==> src/rtl/fetch_if.sv <==
// ============================================================================
// Module   : fetch_if
// Purpose  : Fetch-stage bus bundle: redirect, instruction memory, decode handoff.
// Revision : 1.0  initial release
// ============================================================================
`default_nettype none

interface fetch_if;
  logic        pc_load;
  logic [31:0] pc_target;
  logic        imem_req;
  logic [31:0] imem_addr;
  logic        imem_ack;
  logic [31:0] imem_data;
  logic        instr_valid;
  logic        instr_ready;
  logic [31:0] instr;
  logic [5:0]  opcode;
  logic [5:0]  funct;
  logic [31:0] pc;
  logic        fault;

  // master: the fetch unit; slave: memory plus control/decode
  modport master (
    input  pc_load, pc_target, imem_ack, imem_data, instr_ready,
    output imem_req, imem_addr, instr_valid, instr, opcode, funct, pc, fault
  );

  modport slave (
    output pc_load, pc_target, imem_ack, imem_data, instr_ready,
    input  imem_req, imem_addr, instr_valid, instr, opcode, funct, pc, fault
  );
endinterface

`default_nettype wire

==> src/rtl/fetch.sv <==
// ============================================================================
// Module   : fetch
// Purpose  : Instruction fetch stage, one outstanding request, valid/ready out.
//            Optional macro FETCH_ALIGN_CHECK_EN traps misaligned redirects.
// Revision : 1.0  initial release
// ============================================================================
`default_nettype none

module fetch #(
  parameter logic [31:0] RESET_PC = 32'h0000_0000
) (
  input  wire logic clk,
  input  wire logic rst,
  fetch_if.master   bus
);

`ifdef FETCH_ALIGN_CHECK_EN
  typedef enum logic [1:0] {IDLE = 2'd0, FETCH = 2'd1, VALID = 2'd2, FAULT = 2'd3} state_t;
`else
  typedef enum logic [1:0] {IDLE = 2'd0, FETCH = 2'd1, VALID = 2'd2} state_t;
`endif

  state_t      r_state;
  state_t      w_next_state;
  logic [31:0] r_pc;
  logic [31:0] w_next_pc;
  logic [31:0] r_instr;
  logic [31:0] w_next_instr;

  always_ff @(posedge clk or posedge rst) begin
    if (rst) begin
      r_state <= IDLE;
      r_pc    <= RESET_PC;
      r_instr <= 32'h0;
    end else begin
      r_state <= w_next_state;
      r_pc    <= w_next_pc;
      r_instr <= w_next_instr;
    end
  end

  always_comb begin
    w_next_state = r_state;
    w_next_pc    = r_pc;
    w_next_instr = r_instr;
    case (r_state)
      IDLE: w_next_state = FETCH;
      FETCH: begin
        if (bus.imem_ack) begin
          w_next_instr = bus.imem_data;
          w_next_state = VALID;
        end
      end
      VALID: begin
        if (bus.instr_ready) begin
          w_next_state = FETCH;
          if (bus.pc_load) begin
`ifdef FETCH_ALIGN_CHECK_EN
            w_next_pc = bus.pc_target;
            if (bus.pc_target[1:0] != 2'b00) begin
              w_next_state = FAULT;
            end
`else
            // Without the trap, silently word-align the redirect
            w_next_pc = bus.pc_target & ~32'h0000_0003;
`endif
          end else begin
            w_next_pc = r_pc + 32'd4;
          end
        end
      end
`ifdef FETCH_ALIGN_CHECK_EN
      FAULT: w_next_state = FAULT;
`endif
      default: w_next_state = IDLE;
    endcase
  end

  assign bus.imem_req    = (r_state == FETCH);
  assign bus.imem_addr   = r_pc;
  assign bus.instr_valid = (r_state == VALID);
  assign bus.instr       = r_instr;
  assign bus.opcode      = r_instr[31:26];
  assign bus.funct       = r_instr[5:0];
  assign bus.pc          = r_pc;
`ifdef FETCH_ALIGN_CHECK_EN
  assign bus.fault       = (r_state == FAULT);
`else
  assign bus.fault       = 1'b0;
`endif

endmodule

`default_nettype wire

==> src/flat_wrapper.sv <==
// flat-port wrapper written by rule: the top's interface ports become plain ports
module fetch_flat 
#(
  parameter logic [31:0] RESET_PC = 32'h0000_0000
)
  (clk, rst, bus_pc_load, bus_pc_target, bus_imem_ack, bus_imem_data, bus_instr_ready, bus_imem_req, bus_imem_addr, bus_instr_valid, bus_instr, bus_opcode, bus_funct, bus_pc, bus_fault);
  fetch_if bus_i ();
  input  wire logic clk;
  input  wire logic rst;
  input wire logic [$bits(bus_i.pc_load)-1:0] bus_pc_load;
  input wire logic [$bits(bus_i.pc_target)-1:0] bus_pc_target;
  input wire logic [$bits(bus_i.imem_ack)-1:0] bus_imem_ack;
  input wire logic [$bits(bus_i.imem_data)-1:0] bus_imem_data;
  input wire logic [$bits(bus_i.instr_ready)-1:0] bus_instr_ready;
  output wire logic [$bits(bus_i.imem_req)-1:0] bus_imem_req;
  output wire logic [$bits(bus_i.imem_addr)-1:0] bus_imem_addr;
  output wire logic [$bits(bus_i.instr_valid)-1:0] bus_instr_valid;
  output wire logic [$bits(bus_i.instr)-1:0] bus_instr;
  output wire logic [$bits(bus_i.opcode)-1:0] bus_opcode;
  output wire logic [$bits(bus_i.funct)-1:0] bus_funct;
  output wire logic [$bits(bus_i.pc)-1:0] bus_pc;
  output wire logic [$bits(bus_i.fault)-1:0] bus_fault;
  assign bus_i.pc_load = bus_pc_load;
  assign bus_i.pc_target = bus_pc_target;
  assign bus_i.imem_ack = bus_imem_ack;
  assign bus_i.imem_data = bus_imem_data;
  assign bus_i.instr_ready = bus_instr_ready;
  assign bus_imem_req = bus_i.imem_req;
  assign bus_imem_addr = bus_i.imem_addr;
  assign bus_instr_valid = bus_i.instr_valid;
  assign bus_instr = bus_i.instr;
  assign bus_opcode = bus_i.opcode;
  assign bus_funct = bus_i.funct;
  assign bus_pc = bus_i.pc;
  assign bus_fault = bus_i.fault;
  fetch #(.RESET_PC(RESET_PC)) u_core (.clk(clk), .rst(rst), .bus(bus_i));
endmodule
==> config.mk <==
export PLATFORM = sky130hd
export DESIGN_NAME = fetch_flat
export DESIGN_NICKNAME = d
export VERILOG_FILES = /design/src/rtl/fetch_if.sv /design/src/rtl/fetch.sv /design/src/flat_wrapper.sv
export SDC_FILE = /design/constraint.sdc
export NUM_CORES = 1
export LEC_CHECK = 0
export ABC_AREA = 1
export CORE_ASPECT_RATIO = 0.8
export CORE_MARGIN = 8
export CORE_UTILIZATION = 35
export DETAILED_ROUTE_END_ITERATION = 12
export GPL_TIMING_DRIVEN = 0
export PLACE_DENSITY = 0.72
export SKIP_CTS_REPAIR_TIMING = 1
export SKIP_LAST_GASP = 1
export SLEW_MARGIN = 0
export SYNTH_ARGS = -nofsm -noshare
export SYNTH_HDL_FRONTEND = slang
export SYNTH_SLANG_ARGS = --single-unit
==> constraint.sdc <==
create_clock -name clk -period 1.8 [get_ports clk]
set_clock_uncertainty 0.05 [all_clocks]
set_input_delay 0.27 -clock clk [delete_from_list [all_inputs] [get_ports clk]]
set_output_delay 0.27 -clock clk [all_outputs]
set_load 0.01 [all_outputs]
# Yosys cells after proc, flatten, opt, wreduce, memory -nomap -nowiden
# Cells that the tools add are included.
# classes
n_addsub,1
n_eq_ne,4
muxes,4
reduce_logical,4
# op_table
operator,n
32-bit by 3-bit adder with 32-bit output (second input constant),1
32-bit 2-to-1 mux,1
2-bit case mux with 3 select lines,1
2-bit AND reduction,3
2-bit 2-to-1 mux,2
2-bit != test (second input constant),2
2-bit by 1-bit equality test with 1-bit output (second input constant),1
2-bit equality test (second input constant),1
2-bit zero test,1
# word_totals
regBits,66
in_bits,69
out_inout_bits,111
word_cells,16

# Logic depth before layout (Yosys ltp)
# Gate-level depths: netlist of run 1.
# logic_depth
word_depth,3
ltp_mapped,10
depth_no_buf,10

# Worst setup path before layout of run 1
# Ideal clock, no wire load.
# synth_timing
path_kind,register -> register
start,register u_core.r_pc[3] (netlist: u_core.bus.imem_addr[3])
end,register u_core.r_pc[22] (netlist: u_core.bus.imem_addr[22])
setup_time_ns,0.116
t_arrival_ns,1.373
t_required_ns,1.634
path_slack_ns,0.260
path_stages_with_launch,11
n_path_buf,0
synth_period_minus_slack_ns,1.540
path_cell_list,dfrtp_1 > ha_1 > nand2_2 > nor2_4 > nand2_4 > nor2_4 > nand2_1 > nand2_1 > nand3_1 > nand2_1 > nand2_1
# synth_via
elab_chain_cells,2
# synth_lines
item,line_no,text
from (decl),fetch.sv:25,logic [31:0] r_pc;
from (signal assigned),fetch.sv:37,r_pc <= w_next_pc;
32-bit by 3-bit adder with 32-bit output,fetch.sv:68,w_next_pc = r_pc + 32'd4;
32-bit 2-to-1 mux,fetch.sv:57,if (bus.pc_load) begin
# Every way passes these cells.
# A chain may end at the register's enable or synchronous reset.

# Worst setup path after layout of run 1
# layout_timing
start,register u_core.r_pc[4] (netlist: u_core.bus.imem_addr[4])
end,output port bus_pc[4]
# layout_lines
item,line_no,text
to (decl),flat_wrapper.sv:21,output wire logic [$bits(bus_i.pc)-1:0] bus_pc;
# No word-level cell between the ends.

==> results.md, run 1 <==
- Period Utilization, post-route: 0.968
- First-pass GRT wire length: 21.1 mm
- Overall routing resource usage: 0.174
- Maximum VDD drop: 804 uV
- Largest net degree at the start of global routing: 35
- Remaining antenna violation count: 0
- Hold Vio Cnt, Final: 0
- Routed WL per cell: 15.3 um
- Sink Count: 64
- Min-delay worst type: input pin to asynchronous set/reset pin
- Power density over the cells: 1660 mW/mm^2
- IO Count: 180
- Startpoint types: register
- Clk Latency, worst-skew pair: 330 ps
- Drt first pass iters: 5
- Fin. max-slew vios: 0
- Row cnt: 35
- PnR worst setup slack: 57.6 ps
- Max incr delay on CP: 520 ps
- Top cells by count, synth: nand2_1 (130), nor2_1 (68), dfrtp_1 (64), buf_4 (48), inv_1 (47)
- Inst Count DP: 838
- Non-Filler Instances: 854
- Worst-Margin Slew: 714 ps
- FFs w/ async S/R, synth: 1.00
- Max Buffers Root-to-Sink: 2
- WP data arrival: 1420 ps
- Yosys warns: 0
- Netlist cell types: 30
- Number of global-route vias before repair: 4235
- Detailed-route wire length: 13.0 mm
- Total power: 10.5 mW
- RR Endpoint: u_core.bus.imem_addr[24]
- CTS root buffer: clkbuf_16
- CTS tree: done
- Hold slack final: 341 ps
- Outcome: complete, no violations
- Count of flip-flops with a built-in enable after synthesis: 0
- Initial antenna violation count: 1
- Ratio of cells with drive above 1 in the final layout: 0.221
- Layout area overhead: 55.8%
- Crit-path cells: buf_4, clkdlybuf4s50_1
- Die H: 112 um
- Placer Congestion: 0.861
- Residual DRC: 0
- Max transition margin: 0.523
- Vias per std cell: 4.67
- Global route total overflow: 0
- Final setup vio count: 0
- R2R cell count: 10
- Avg Inst Size Synth: 7.87 sq um
- CTS H-tree depth: 3
- Top post-synthesis cells by area: dfrtp_1 (40%), nand2_1 (12%), buf_4 (8.9%), mux2_2 (8.9%), nor2_1 (6.3%)
- Max Fclk: 0.574 GHz
- Unrepaired setup endpoints after global routing: no
- Initial Util: 0.355
- Worst slack at placement: 44.3 ps
- Via count: 3992
- Max-Cap Viols: 0
- DIE AREA: 0.0153 sq mm
- Min Tclk post-route: 1740 ps
- Seq/Total Area, Yosys: 0.396
- Antenna Diode Count: 0
- Crit path kind: register to output port
- CP endpoint kind: output port
- Mapped cell area: 0.00404 sq mm
- FF-to-FF setup slack: 130 ps
- Worst-path clk slew: 60 ps
- IO Port Bufs: 171
- Required time of the worst setup path: 1480 ps
- Most used DFF post-synth: dfrtp_1
- Hpwl dp: 10.4 mm
- Die Span X: 136 um
- CTS Buf Count: 9
- Max FO, Critical Path: 7
- Nets: 771
- Initial drt markers: 210
- Count leader, synth: nand2_1
- Post-synth top area share: 0.396
- Post-synthesis register bit count: 64
- Area leader, netlist: dfrtp_1
- CP max-delay cell: clkdlybuf4s50_1
- Core ar.: 0.0114 sq mm
- Critical R2R Launch: u_core.bus.imem_addr[3]
- Pleak: 2.90 nW
- Syn Inst Count: 514
worst max path at each step:
| stage | start | end | slack, ps |
|---|---|---|---|
| detailed placement | u_core.bus.imem_addr[3] | u_core.bus.imem_addr[24] | 40 |
| finish | u_core.bus.imem_addr[4] | bus_pc[4] | 60 |
| global route | u_core.bus.imem_addr[10] | bus_pc[10] | 0.4 |
| global placement | rst | u_core.bus.imem_addr[10] | -80 |
| floorplan | u_core.bus.imem_addr[3] | u_core.bus.imem_addr[22] | 260 |
| CTS | u_core.bus.imem_addr[4] | bus_pc[4] | -50 |
power breakdown:
group	switching (mW)	leakage [nW]	internal, mW	total, mW
clock	0.680	0.131	0.971	1.65
combinational	2.36	2.03	3.44	5.80
sequential	0.835	0.734	2.20	3.04
total	3.88	2.90	6.61	10.5
metrics by stage:
stage	setup TNS, ps	instance area [sq um]	utilization
2_1_floorplan	0	4060	-
3_3_place_gp	-4730	5960	0.523
3_5_place_dp	0	5980	0.525
4_1_cts	-353	6260	0.550
5_1_grt	0	6300	0.553
6_report	0	6300	0.553
kinds of logic (layout without fill, tap and decap cells):
logic type,after synthesis,in the layout,synth area share
xor gates and xnor gates,1,1,0.00217
buffers and inverters,111,299,0.163
and+or+nand+nor,257,257,0.282
muxes,32,32,0.0891
other,1,5,0.000927
adders and majority gates,1,1,0.00309
DFF,64,64,0.396
AOI/OAI and AO/OA,47,47,0.0631
flip-flops by register name, indices dropped and copies added (netlist names):
name and cells:
u_core.bus.imem_addr 30, u_core.r_state 2, u_core.bus.instr 32
layout by cell type (no fill, tap or decap):
cell / netlist / final
nor2_4: 5 / 5
clkdlybuf4s50_1: 0 / 168
inv_1: 47 / 46
clkbuf_16: 0 / 9
nor2_8: 2 / 2
a21oi_1: 15 / 15
and2_1: 2 / 2
nand2_1: 130 / 130
a22oi_1: 1 / 1
ha_1: 1 / 1
dlymetal6s2s_1: 0 / 3
xor2_1: 1 / 1
clkinv_2: 0 / 1
buf_4: 48 / 48
conb_1: 1 / 5
inv_2: 2 / 2
o21bai_1: 1 / 1
mux2_2: 32 / 32
buf_12: 0 / 1
nand2_4: 4 / 4
clkinv_4: 0 / 2
o21ai_0: 23 / 22
o21bai_2: 1 / 1
buf_2: 5 / 5
o31ai_1: 1 / 1
buf_6: 5 / 5
dfrtp_1: 64 / 42
nor3_1: 7 / 7
nand3b_1: 1 / 1
o21ai_1: 0 / 1
clkbuf_8: 2 / 3
clkbuf_1: 2 / 2
nor2_1: 68 / 67
nand2_2: 5 / 5
nor2_2: 4 / 5
dfrtp_2: 0 / 22
clkinvlp_4: 0 / 4
nand3_1: 29 / 29
o22ai_1: 5 / 5
layer usage:
layer / up-vias / part of all wire / GRT usage
li1: 1947 / - / -
met1: 1840 / 0.40 / 0.193
met2: 183 / 0.47 / 0.283
met3: 20 / 0.12 / 0.0893
met4: 2 / 0.019 / 0.0562
met5: - / 0.00061 / 0
final cells by class:
class                           count  area [sq um]
Clock inverter                      6          45.0
Fill cell                        1049          5080
Inverter                           49           188
Sequential cell                    64          1630
Multi-Input combinational cell    343          1800
Tap cell                          148           185
Buffer                             62           477
Timing Repair Buffer              172          1740
Clock buffer                       10           239
critical path, delay by kind of cell (launching register included):
kind / cells / cell delay (ps)
buf+inv: 2 / 650
flops: 1 / 440
(Power assumes the default switching activity.)
==> inputs of run 2 (changes only) <==
GPL_TIMING_DRIVEN = not set   (was 0)
HOLD_SLACK_MARGIN = 0.05   (was not set)
==> run 2 against run 1 <==
Clock power rose by 16%. Flip-flop and latch count did not move. Critical path depth fell by 1. First-iteration DRC count fell by 37%. Cell area fell by 5.4%. Total power fell by 4.5%. Combinational power fell by 11%. Cell count fell by 6.1%. Setup slack improved by 28 ps. Largest power group unchanged.
==> results.md, run 2 (synthesized netlist as in run 1, its figures left out) <==
- Pleak: 2.71 nW (-6.5%)
- Power density over the cells: 1680 mW/mm^2 (+0.96%)
- Inst Count DP: 786 (-6.2%)
- FF+latch area: 0.00160 sq mm (-1.5%)
- Die Span X: 136 um (unchanged)
- Top Usage Layer GRT: met2
- Placer Congestion: 0.873 (+1.4%)
- Beginning of the critical path: u_core.bus.imem_addr[20]
- Period Utilization, post-route: 0.953 (-0.0153)
- Non-Filler Instances: 802 (-6.1%)
- Number of global-route vias before repair: 3926 (-7.3%)
- Worst setup path endpoint: bus_imem_addr[20]
- CP endpoint kind: output port
- Final setup vio count: 0 (unchanged)
- Layout area overhead: 47.4%
- Max FFs per register: 32 (unchanged)
- Residual DRC: 0 (unchanged)
- Nets: 719 (-6.7%)
- Instance count on the critical path: 1 (-1)
- M2 GR Usage: 0.262 (-0.0203)
- Ratio of cells with drive above 1 in the final layout: 0.130 (-0.0910)
- CTS tree: done
- Global route total overflow: 0 (unchanged)
- Max Fclk: 0.583 GHz (+1.6%)
- Commonest non-fill, non-tap cells in the layout: clkdlybuf4s50_1 (169), nand2_1 (130), nor2_1 (67), dfrtp_1 (62), inv_1 (46)
- Clk Latency, worst-skew pair: 330 ps (about the same)
- CP max-delay cell: clkdlybuf4s50_1
- Core ar.: 0.0114 sq mm (unchanged)
- Outcome: complete, no violations
- Remaining antenna violation count: 0 (unchanged)
- First-pass GRT wire length: 19.5 mm (-7.9%)
- Crit-path cells: clkdlybuf4s50_1
- Hpwl dp: 9.15 mm (-12%)
- Detailed-route wire length: 11.8 mm (-9.2%)
- Initial drt markers: 133 (-37%)
- Max-Cap Viols: 0 (unchanged)
- Hold Vio Cnt, Final: 0 (unchanged)
- Global-route met1 utilization: 0.173 (-0.0198)
- Initial Util: 0.355 (unchanged)
- Drt first pass iters: 5 (unchanged)
- Initial antenna violation count: 1 (unchanged)
- IO Port Bufs: 172 (+0.58%)
- Vias per std cell: 4.67 (-0.13%)
- Commonest non-fill, non-tap cell in the layout: clkdlybuf4s50_1
- Maximum VDD drop: 1020 uV (+26%)
- Antenna Diode Count: 0 (unchanged)
- Die H: 112 um (unchanged)
- Overall routing resource usage: 0.159 (-0.0151)
- Critical R2R Launch: u_core.bus.imem_addr[3]
- Startpoint types: register
- Fin. max-slew vios: 0 (unchanged)
- Max incr delay on CP: 610 ps (+90 ps)
- Largest net degree at the start of global routing: 65 (+86%)
- R2R cell count: 10 (unchanged)
- Via count: 3744 (-6.2%)
- Worst slack at placement: 143 ps (+98.8 ps)
- Crit path max-delay family: buffers and inverters
- RR Endpoint: u_core.bus.imem_addr[26]
- PnR worst setup slack: 85.2 ps (+27.6 ps)
- Area taken by multi-input logic gates: 0.00180 sq mm (unchanged)
- Worst-path clk slew: 60 ps (about the same)
- WP data arrival: 1390 ps (-30 ps)
- CTS Buf Count: 9 (unchanged)
- Max FO, Critical Path: 7 (unchanged)
- CTS H-tree depth: 3 (unchanged)
- IO Count: 180 (unchanged)
- CTS root buffer: clkbuf_16
- FF-to-FF setup slack: 230 ps (+100 ps)
- DIE AREA: 0.0153 sq mm (unchanged)
- Min-delay worst type: input pin to asynchronous set/reset pin
- Met3 global-route usage: 0.0813 (-0.00804)
- CP bufs+invs: 1 (-1)
- Crit path kind: register to output port
- Max Buffers Root-to-Sink: 2 (unchanged)
- Required time of the worst setup path: 1480 ps (about the same)
- Unrepaired setup endpoints after global routing: no
- Sink Count: 64 (unchanged)
- Row cnt: 35 (unchanged)
- Filler Cell Count: 1076 (+2.6%)
- Routed WL per cell: 14.8 um (-3.3%)
- Utilization after layout: 0.523 (-0.0300)
- Min Tclk post-route: 1710 ps (-27.6 ps)
- Final TNS setup: 0 ps (unchanged)
run 2: cell types whose count changed in the layout (fill, tap and decap cells not counted), sizes merged:
cell / change
buf: -49
clkbuf: -5
clkinvlp: -3
bufinv: +2
inv: +2
clkdlybuf4s50: +1
run 2: where the power goes:
| part | switching (mW) | internal (mW) | total (mW) |
|---|---|---|---|
| Combinational | 2.25 | 2.92 | 5.16 |
| Sequential | 0.778 | 2.16 | 2.94 |
| Clock | 0.685 | 1.23 | 1.91 |
| Total | 3.71 | 6.31 | 10.0 |
run 2: area by class of cell:
type,instances,area share
Timing Repair Buffer,182,0.311
Tap cell,148,0.0311
Inverter,49,0.0315
Sequential cell,64,0.269
Clock buffer,9,0.0378
Clock inverter,7,0.0174
Multi-Input combinational cell,343,0.302
run 2: worst reg2reg max path, stage by stage, from the launching register on:
cell     delay, ps
dfrtp_1        360
ha_1           210
nand2_2         90
nor2_4         150
nand2_4        110
nor2_4         180
nand2_1         70
nand2_1         60
nand3_1         70
nand2_1         60
nand2_1         40
run 2: metrics by stage:
stage	area, sq um	power, mW	hold WS [ps]
after CTS	5950	10.2	358
after floorplan	4060	5.72	329
after global routing	5960	10.7	373
final	5960	10.0	351
after global placement	5620	8.08	437
after detailed placement	5620	8.18	443
run 2: how the worst min path moves through the flow:
| stage | from | end | slack (ps) | cells past startpoint |
|---|---|---|---|---|
| 2_1_floorplan | bus_imem_ack | u_core.r_state[0] | 330 | 1 |
| 3_3_place_gp | u_core.bus.instr[14] | u_core.bus.instr[14] | 440 | 1 |
| 3_5_place_dp | u_core.bus.instr[21] | u_core.bus.instr[21] | 440 | 1 |
| 4_1_cts | rst | u_core.bus.instr[23] | 360 | 3 |
| 5_1_grt | rst | u_core.bus.instr[11] | 370 | 3 |
| 6_report | rst | u_core.bus.instr[11] | 350 | 3 |
run 2: metal layers:
layer / vias to the layer above / routed length [um]
met2: 147 / 5520
met5: - / 8
met3: 20 / 1360
met4: 2 / 197
met1: 1727 / 4760
li1: 1848 / -
==> inputs of run 3 (changes only) <==
CORE_UTILIZATION = 30   (was 35)
PLACE_DENSITY = not set   (was 0.72)
==> run 3 against run 2 <==
Sequential power increased by 1%. Setup slack lost 27 ps. Global-route usage fell by 1.3 points. Die area rose by 14%. Maximum frequency fell by 1.6%. Sequential share of layout area decreased by 0.16 points. Count of clock-buffer cells in the layout increased by 1. Combinational power about the same. Core utilization is 7.4 points lower. Non-clock buffer count increased by 2. Clock power about the same. Total power rose by 0.76%. Largest cell class unchanged.
==> results.md, run 3 (synthesized netlist as in run 1, its figures left out) <==
- CTS tree: done
- Max FFs per register: 32 (unchanged)
- CTS H-tree depth: 3 (unchanged)
- Top Usage Layer GRT: met2
- Final TNS setup: 0 ps (unchanged)
- Power density over the cells: 1680 mW/mm^2 (about the same)
- Crit path kind: register to output port
- Ratio of cells with drive above 1 in the final layout: 0.133 (+0.00265)
- Overall routing resource usage: 0.146 (-0.0126)
- Residual DRC: 0 (unchanged)
- Largest net degree at the start of global routing: 37 (-43%)
- DIE AREA: 0.0175 sq mm (+14%)
- Max Buffers Root-to-Sink: 2 (unchanged)
- Initial antenna violation count: 0 (-1)
- Startpoint types: register
- Total power: 10.1 mW (+0.76%)
- Commonest non-fill, non-tap cell in the layout: clkdlybuf4s50_1
- Nets: 721 (+0.28%)
- Layout area overhead: 48.4%
- First-pass GRT wire length: 20.7 mm (+6.6%)
- CTS Buf Count: 9 (unchanged)
- Inst Count DP: 820 (+4.3%)
- CP max-delay cell: clkdlybuf4s50_1
- FF+latch area: 0.00161 sq mm (about the same)
- Required time of the worst setup path: 1480 ps (about the same)
- Detailed-route wire length: 12.6 mm (+6.7%)
- Unrepaired setup endpoints after global routing: no
- Min Tclk post-route: 1740 ps (+27.2 ps)
- Via count: 3800 (+1.5%)
- Max FO, Critical Path: 6 (-1)
- Non-Filler Instances: 836 (+4.2%)
- Final setup vio count: 0 (unchanged)
- Period Utilization, post-route: 0.968 (+0.0151)
- Vias per std cell: 4.55 (-2.6%)
- Antenna Diode Count: 0 (unchanged)
- Routed WL per cell: 15.1 um (+2.4%)
- CP bufs+invs: 1 (unchanged)
- WP data arrival: 1420 ps (+30 ps)
- Initial Util: 0.303 (-0.0525)
- Outcome: complete, no violations
- Global route total overflow: 0 (unchanged)
- Worst-path clk slew: 60 ps (about the same)
- Met3 global-route usage: 0.0790 (-0.00224)
- Remaining antenna violation count: 0 (unchanged)
- Hold Vio Cnt, Final: 0 (unchanged)
- Max Fclk: 0.574 GHz (-1.6%)
- Placer Congestion: 0.868 (-0.57%)
- Max-Cap Viols: 0 (unchanged)
- Pleak: 2.69 nW (-0.69%)
- Max incr delay on CP: 600 ps (about the same)
- Die Span X: 146 um (+7.1%)
- Sink Count: 64 (unchanged)
- M2 GR Usage: 0.239 (-0.0236)
- Crit path max-delay family: buffers and inverters
- Instance count on the critical path: 1 (unchanged)
- Number of global-route vias before repair: 4079 (+3.9%)
- Initial drt markers: 198 (+49%)
- R2R cell count: 10 (unchanged)
- Crit-path cells: clkdlybuf4s50_1
- Dpl cell area: 0.00566 sq mm (+0.76%)
- Maximum VDD drop: 862 uV (-15%)
- Global-route met1 utilization: 0.164 (-0.00970)
- Min-delay worst type: input pin to asynchronous set/reset pin
- Die H: 120 um (+6.9%)
- CP endpoint kind: output port
- Area taken by multi-input logic gates: 0.00180 sq mm (-0.14%)
- Commonest non-fill, non-tap cells in the layout: clkdlybuf4s50_1 (170), nand2_1 (130), nor2_1 (68), dfrtp_1 (61), inv_1 (46)
- IO Port Bufs: 172 (unchanged)
- IO Count: 180 (unchanged)
- Utilization after layout: 0.449 (-0.0744)
- Filler Cell Count: 1299 (+21%)
- Post-route cell area: 0.00600 sq mm (+0.67%)
- CTS root buffer: clkbuf_16
- Hpwl dp: 9.83 mm (+7.4%)
- Drt first pass iters: 4 (-1)
- Core ar.: 0.0134 sq mm (+17%)
- Fin. max-slew vios: 0 (unchanged)
- Row cnt: 38 (+8.6%)
- Clk Latency, worst-skew pair: 330 ps (about the same)
- FF-to-FF setup slack: 210 ps (-20 ps)
==> run 3: through the flow <==
stage | setup slack, ps | hold WS (ps)
6_report | 58.0 | 290
5_1_grt | 3.38 | 304
4_1_cts | -93.8 | 287
3_5_place_dp | 134 | 445
3_3_place_gp | 189 | 437
2_1_floorplan | 260 | 329
==> run 3: layout make-up <==
class,instances,area share
inverter,49,0.0313
clock buffer,10,0.0398
tap,180,0.0375
multi-input combinational,343,0.299
timing repair buffer,184,0.309
clock inverter,6,0.0152
sequential,64,0.268
==> run 3: power by group <==
| group | switching, mW | internal (mW) | total (mW) |
|---|---|---|---|
| sequential | 0.817 | 2.16 | 2.98 |
| clock | 0.689 | 1.25 | 1.94 |
| combinational | 2.25 | 2.92 | 5.17 |
==> run 3: path summary, 6_finish.rpt <==
kind / start / endpoint
hold / removal: rst / u_core.r_state[0]
hold reg to reg: u_core.bus.instr[16] / u_core.bus.instr[16]
setup reg to reg: u_core.bus.imem_addr[2] / u_core.bus.imem_addr[24]
max in group asynchronous: rst / u_core.bus.instr[5]
setup / recovery: u_core.bus.imem_addr[30] / bus_imem_addr[30]
min in group clk: u_core.bus.instr[16] / u_core.bus.instr[16]
==> run 3: metal layers <==
layer  vias up  wire length [um]
li1       1852                 -
met1      1772              5230
met2       159              5650
met3        17              1600
met4         0               172
met5         -                 0
